<file path="src/rtl/sseg_port_display.sv">
// Port-mapped 4-digit common-anode seven-segment display for the RAT MCU output bus.
// Holds a 16-bit value committed atomically by a low/high byte pair and scans it out as hex digits.
module sseg_port_display #(
  parameter int unsigned REFRESH_DIV = 50000,
  parameter logic [7:0]  LO_ID       = 8'h81,
  parameter logic [7:0]  HI_ID       = 8'h82,
  parameter logic [7:0]  CTRL_ID     = 8'h83
) (
  input  logic       CLK,
  input  logic       RESET_N,
  input  logic [7:0] PORT_ID,
  input  logic [7:0] OUT_PORT,
  input  logic       IO_STRB,
  output logic [7:0] SEGMENTS,
  output logic [3:0] DISP_EN
);

  localparam int unsigned CW = (REFRESH_DIV > 1) ? $clog2(REFRESH_DIV) : 1;
  localparam logic [CW-1:0] CNT_TC = CW'(REFRESH_DIV - 1);
  localparam logic [7:0] CTRL_RST = 8'h02;

  logic [7:0]    shadow_lo_q, shadow_lo_d;
  logic [15:0]   disp_val_q,  disp_val_d;
  logic [7:0]    ctrl_q,      ctrl_d;
  logic [CW-1:0] cnt_q,       cnt_d;
  logic [1:0]    idx_q,       idx_d;
  logic [7:0]    seg_q,       seg_d;
  logic [3:0]    an_q,        an_d;

  logic [3:0]    nibble_s;
  logic [3:0]    dp_mask_s;
  logic          dp_s;
  logic [3:0]    blank_s;

  // Hex nibble to active-low g..a pattern.
  function automatic logic [6:0] hex_to_seg(input logic [3:0] nib);
    logic [6:0] pat;
    case (nib)
      4'h0:    pat = 7'h40;
      4'h1:    pat = 7'h79;
      4'h2:    pat = 7'h24;
      4'h3:    pat = 7'h30;
      4'h4:    pat = 7'h19;
      4'h5:    pat = 7'h12;
      4'h6:    pat = 7'h02;
      4'h7:    pat = 7'h78;
      4'h8:    pat = 7'h00;
      4'h9:    pat = 7'h10;
      4'hA:    pat = 7'h08;
      4'hB:    pat = 7'h03;
      4'hC:    pat = 7'h46;
      4'hD:    pat = 7'h21;
      4'hE:    pat = 7'h06;
      4'hF:    pat = 7'h0E;
      default: pat = 7'h7F;
    endcase
    return pat;
  endfunction

  // Port write decode; the high byte write is the only path that changes the displayed value.
  always_comb begin
    shadow_lo_d = shadow_lo_q;
    disp_val_d  = disp_val_q;
    ctrl_d      = ctrl_q;
    if (IO_STRB) begin
      case (PORT_ID)
        LO_ID:   shadow_lo_d = OUT_PORT;
        HI_ID:   disp_val_d  = {OUT_PORT, shadow_lo_q};
        CTRL_ID: ctrl_d      = OUT_PORT;
        default: ctrl_d      = ctrl_q;
      endcase
    end else begin
      ctrl_d = ctrl_q;
    end
  end

  // Slot timer and digit index; free-running regardless of the enable bit.
  always_comb begin
    if (cnt_q == CNT_TC) begin
      cnt_d = '0;
      idx_d = idx_q + 2'd1;
    end else begin
      cnt_d = cnt_q + CW'(1'b1);
      idx_d = idx_q;
    end
  end

  // Digit selection, leading-zero blanking and decimal point for the current slot.
  always_comb begin
    case (idx_q)
      2'd0:    nibble_s = disp_val_q[3:0];
      2'd1:    nibble_s = disp_val_q[7:4];
      2'd2:    nibble_s = disp_val_q[11:8];
      2'd3:    nibble_s = disp_val_q[15:12];
      default: nibble_s = 4'h0;
    endcase
    dp_mask_s  = ctrl_q[7:4];
    dp_s       = dp_mask_s[idx_q];
    blank_s[0] = 1'b0;
    blank_s[1] = ctrl_q[0] && (disp_val_q[15:4]  == 12'h000);
    blank_s[2] = ctrl_q[0] && (disp_val_q[15:8]  == 8'h00);
    blank_s[3] = ctrl_q[0] && (disp_val_q[15:12] == 4'h0);
    if (!ctrl_q[1]) begin
      seg_d = 8'hFF;
      an_d  = 4'b1111;
    end else if (blank_s[idx_q]) begin
      seg_d = {~dp_s, 7'h7F};
      an_d  = ~(4'b0001 << idx_q);
    end else begin
      seg_d = {~dp_s, hex_to_seg(nibble_s)};
      an_d  = ~(4'b0001 << idx_q);
    end
  end

  // State and registered display outputs.
  always_ff @(posedge CLK or negedge RESET_N) begin
    if (!RESET_N) begin
      shadow_lo_q <= 8'h00;
      disp_val_q  <= 16'h0000;
      ctrl_q      <= CTRL_RST;
      cnt_q       <= '0;
      idx_q       <= 2'd0;
      seg_q       <= 8'hFF;
      an_q        <= 4'b1111;
    end else begin
      shadow_lo_q <= shadow_lo_d;
      disp_val_q  <= disp_val_d;
      ctrl_q      <= ctrl_d;
      cnt_q       <= cnt_d;
      idx_q       <= idx_d;
      seg_q       <= seg_d;
      an_q        <= an_d;
    end
  end

  assign SEGMENTS = seg_q;
  assign DISP_EN  = an_q;

endmodule
</file>
<file path="config.mk">
export PLATFORM = sky130hd
export DESIGN_NAME = sseg_port_display
export DESIGN_NICKNAME = d
export VERILOG_FILES = /design/src/rtl/sseg_port_display.sv
export SDC_FILE = /design/constraint.sdc
export NUM_CORES = 1
export LEC_CHECK = 0
export CORE_UTILIZATION = 44
export DETAILED_ROUTE_END_ITERATION = 8
export PLACE_DENSITY_LB_ADDON = 0.3
export SYNTH_ARGS = -nofsm -noshare
export SYNTH_HDL_FRONTEND = slang
export SYNTH_SLANG_ARGS = --single-unit
export TNS_END_PERCENT = 5
</file>
<file path="constraint.sdc">
create_clock -name CLK -period 2.4 [get_ports CLK]
set_input_delay 0.6 -clock CLK [delete_from_list [all_inputs] [get_ports CLK]]
set_output_delay 0.6 -clock CLK [all_outputs]
set_load 0.005 [all_outputs]
</file>
==> summary.md <==
| Metric | Value |
|---|---|
| Vias per inst | `5.34` |
| Post-Synth XOR/XNOR Area | `4.06%` |
| Routed len/inst | `14.4 um` |
| Synth cell count leaders | `dfrtp_1, mux2_2, nand2_1` |
| CTS Hold Buffers Added | `0` |
| DRC | `0` |
| First-pass DRT Iterations | `5` |
| Critical path arrival | `2.38 ns` |
| Vias | `1862` |
| Num CTS Buffers | `9` |
| Fraction of the mapped netlist area in adder cells | `5.35%` |
| Clock Latency Late Sink | `0.34 ns` |
| Overall Power | `2.06 mW` |
| Crit-path max FO | `6` |
| Synth-to-Final Area Change | `23.4%` |
| Flops & latches, synth | `60` |
| Synthesized cell area | `0.00281 mm^2` |
| Final core occ | `57.5%` |
| Rows | `28` |
| Max Slew Vio Count | `0` |
| Fill cell count | `511` |
| MaxCap Viol Count | `0` |
| Largest net degree at the start of global routing | `36` |
| Slew headroom | `59.0%` |
| Crit end category | `flip-flop` |
| Synth Area in Simple Gates | `12.6%` |
| Number of DRC markers in iteration 0 | `99` |
| Global-route wire length before repair | `8880 um` |
| Die H | `81.9 um` |
| Initial Util | `46.6%` |
| Clock net sink count | `60` |
| Grt ovf | `0` |
| Run status | `finished clean` |
| Layout cells sized above 1 | `28.8%` |
| Cell count after synthesis | `222` |
| Top_reg_cell synth | `dfrtp_1` |
| Pleak | `1.60 nW` |
| Ports | `31` |
| EDFF count, synth | `0` |
| CTS tree | `yes` |
| Yosys top cell area share | `41.9%` |
| Mux cell area share after synthesis | `16.0%` |
| Crit share post-route | `90.0%` |
| Fin crit period | `2.16 ns` |
| Dpl hpwl | `3610 um` |
| RSZ-0062 raised after global routing | `no` |
| Worst hold path class | `primary input to async pin` |
| Compound-Gate Fraction of Synth Area | `5.97%` |
| Die Width | `81.9 um` |
| Setup tns final | `0 ns` |
| Post-Syn Nets | `253` |
| Fin Clk Skew | `0.0113 ns` |
| Largest family of logic cells by synthesized area | `multiplexers` |
| Hold Vio Cnt, Final | `0` |
| Worst setup SP type | `flip-flop` |
| Routability congestion estimate | `0.803` |
| Placeable Area | `0.00603 mm^2` |
| Pwr dens | `593 mW/mm^2` |
| Post-synth top area cell | `dfrtp_1` |
| Inserted Diodes | `0` |
| Final WL | `5020 um` |
| Total number of H-tree levels | `3` |
| Setup-failing EPs final | `0` |
| Total GRT Usage | `18.4%` |
| Worst-path clk slew | `0.07 ns` |
| CP required | `2.62 ns` |
| Die Area | `0.00670 mm^2` |
| CTS max path bufs | `2` |
| Clock Root Buffer | `clkbuf_8` |
| Worst VDD drop | `0.348 mV` |
| Post-route ant nets | `0` |
| Nets@finish | `300` |
| Post-synthesis cell type count | `35` |
| Initial antenna violation count | `0` |
| Max Fclk | `463 MHz` |
| Largest cells by area after synthesis | `dfrtp_1, dfstp_2, mux2_2, ha_1, mux2_4` |
| Port Buffers | `30` |
| Register area share after synthesis | `54.1%` |
| Top-count cell post-synth | `dfrtp_1` |
| Worst Max-Slew Pin Slew | `0.612 ns` |
| Post-CTS Setup Inserts | `0` |
| Synth warn | `0` |
| Crit path kind | `flip-flop to flip-flop` |
| Ys async rst share | `100%` |
| Syn avg cell area | `12.6 um^2` |
| Post-cts repair resize count | `0` |
| Vias in the first global route | `1896` |
## report_power, final
part | switching [mW] | internal, mW | leakage, nW
sequential | 0.0159 | 1.04 | 0.773
combinational | 0.0453 | 0.0631 | 0.725
clock | 0.386 | 0.505 | 0.0983
total | 0.447 | 1.61 | 1.60
## layout make-up
type | instances | area, um^2 | share of cell area [%]
clock buffers | 10 | 138 | 3.97
clock inverters | 6 | 63.8 | 1.84
inverters | 9 | 33.8 | 0.975
multi-input cells | 150 | 1240 | 35.8
flip-flops and latches | 60 | 1520 | 43.8
well taps | 75 | 93.8 | 2.71
repair buffers | 39 | 375 | 10.8
## cell families (layout without fill, tap and decap cells)
kind of cell / Yosys count / after routing
XOR/XNOR: 13 / 13
AO/OA/AOI/OAI: 26 / 26
flip-flops: 60 / 60
buffers and inverters: 12 / 64
AND/OR/NAND/NOR: 63 / 63
adder cells (fa/ha/maj): 12 / 12
multiplexers: 36 / 36
## worst max-delay path, cell delays in order, from the launching register on
cell	delay (ns)
dfrtp_2	0.43
inv_1	0.09
ha_1	0.24
buf_4	0.15
a222oi_1	0.23
a21oi_1	0.15
buf_4	0.17
ha_1	0.17
inv_1	0.08
nor2_1	0.06
o21ai_0	0.19
o211ai_1	0.11
## final timing paths
kind                       slack (ns)  cells after the start                  from                    endpoint
setup / recovery                 0.24                     11  idx_q[0]$_DFFE_PN0N_       SEGMENTS[6]$_DFF_PN1_
hold / removal                   0.28                      1               RESET_N  disp_val_q[10]$_DFFE_PN0P_
setup reg to reg                 0.24                     11  idx_q[0]$_DFFE_PN0N_       SEGMENTS[6]$_DFF_PN1_
hold reg to reg                  0.49                      1    cnt_q[0]$_DFF_PN0_          cnt_q[0]$_DFF_PN0_
max in group asynchronous        1.47                      2               RESET_N        DISP_EN[0]$_DFF_PN1_
min in group CLK                 0.49                      1    cnt_q[0]$_DFF_PN0_          cnt_q[0]$_DFF_PN0_
## state kept, by name (all words and copies together), names as in the netlist
signal / cells
DISP_EN: 4
SEGMENTS: 8
cnt_q: 16
ctrl_q: 6
disp_val_q: 16
idx_q: 2
shadow_lo_q: 8
## through the flow
stage	worst slack [ns]	std cells	hold WS (ns)	area [um^2]
after floorplan	0.343	222	0.304	2810
after global placement	0.105	333	0.473	3260
after detailed placement	0.0553	333	0.479	3260
after CTS	0.147	349	0.274	3460
after global routing	0.00260	349	0.300	3470
final	0.240	349	0.276	3470
## cell usage in the layout, fill, tap and decap left out, types with 2 or more instances in the layout
cell              n
a21oi_1           5
a222oi_1          4
and3_1            3
and4_1            2
buf_4             8
clkbuf_8         10
clkdlybuf4s50_1  29
clkinv_2          2
clkinvlp_4        2
dfrtp_1          46
dfstp_2          13
ha_1             12
inv_1             8
mux2_2           22
mux2_4           10
mux2i_1           3
nand2_1          17
nand2b_1          3
nand3_1           8
nand4_1           2
nor2_1           11
nor2b_1           4
nor3_1            2
nor4_1            5
o21ai_0           9
o221ai_1          3
xnor2_1           6
xor2_1            7
## per-layer routing
metal	global-route usage, %	routed length [um]
met5	0	0
met4	10.5	82
met3	5.00	238
met2	28.3	2380
met1	23.4	2320
Note: power is estimated with default switching activity, not from simulation.
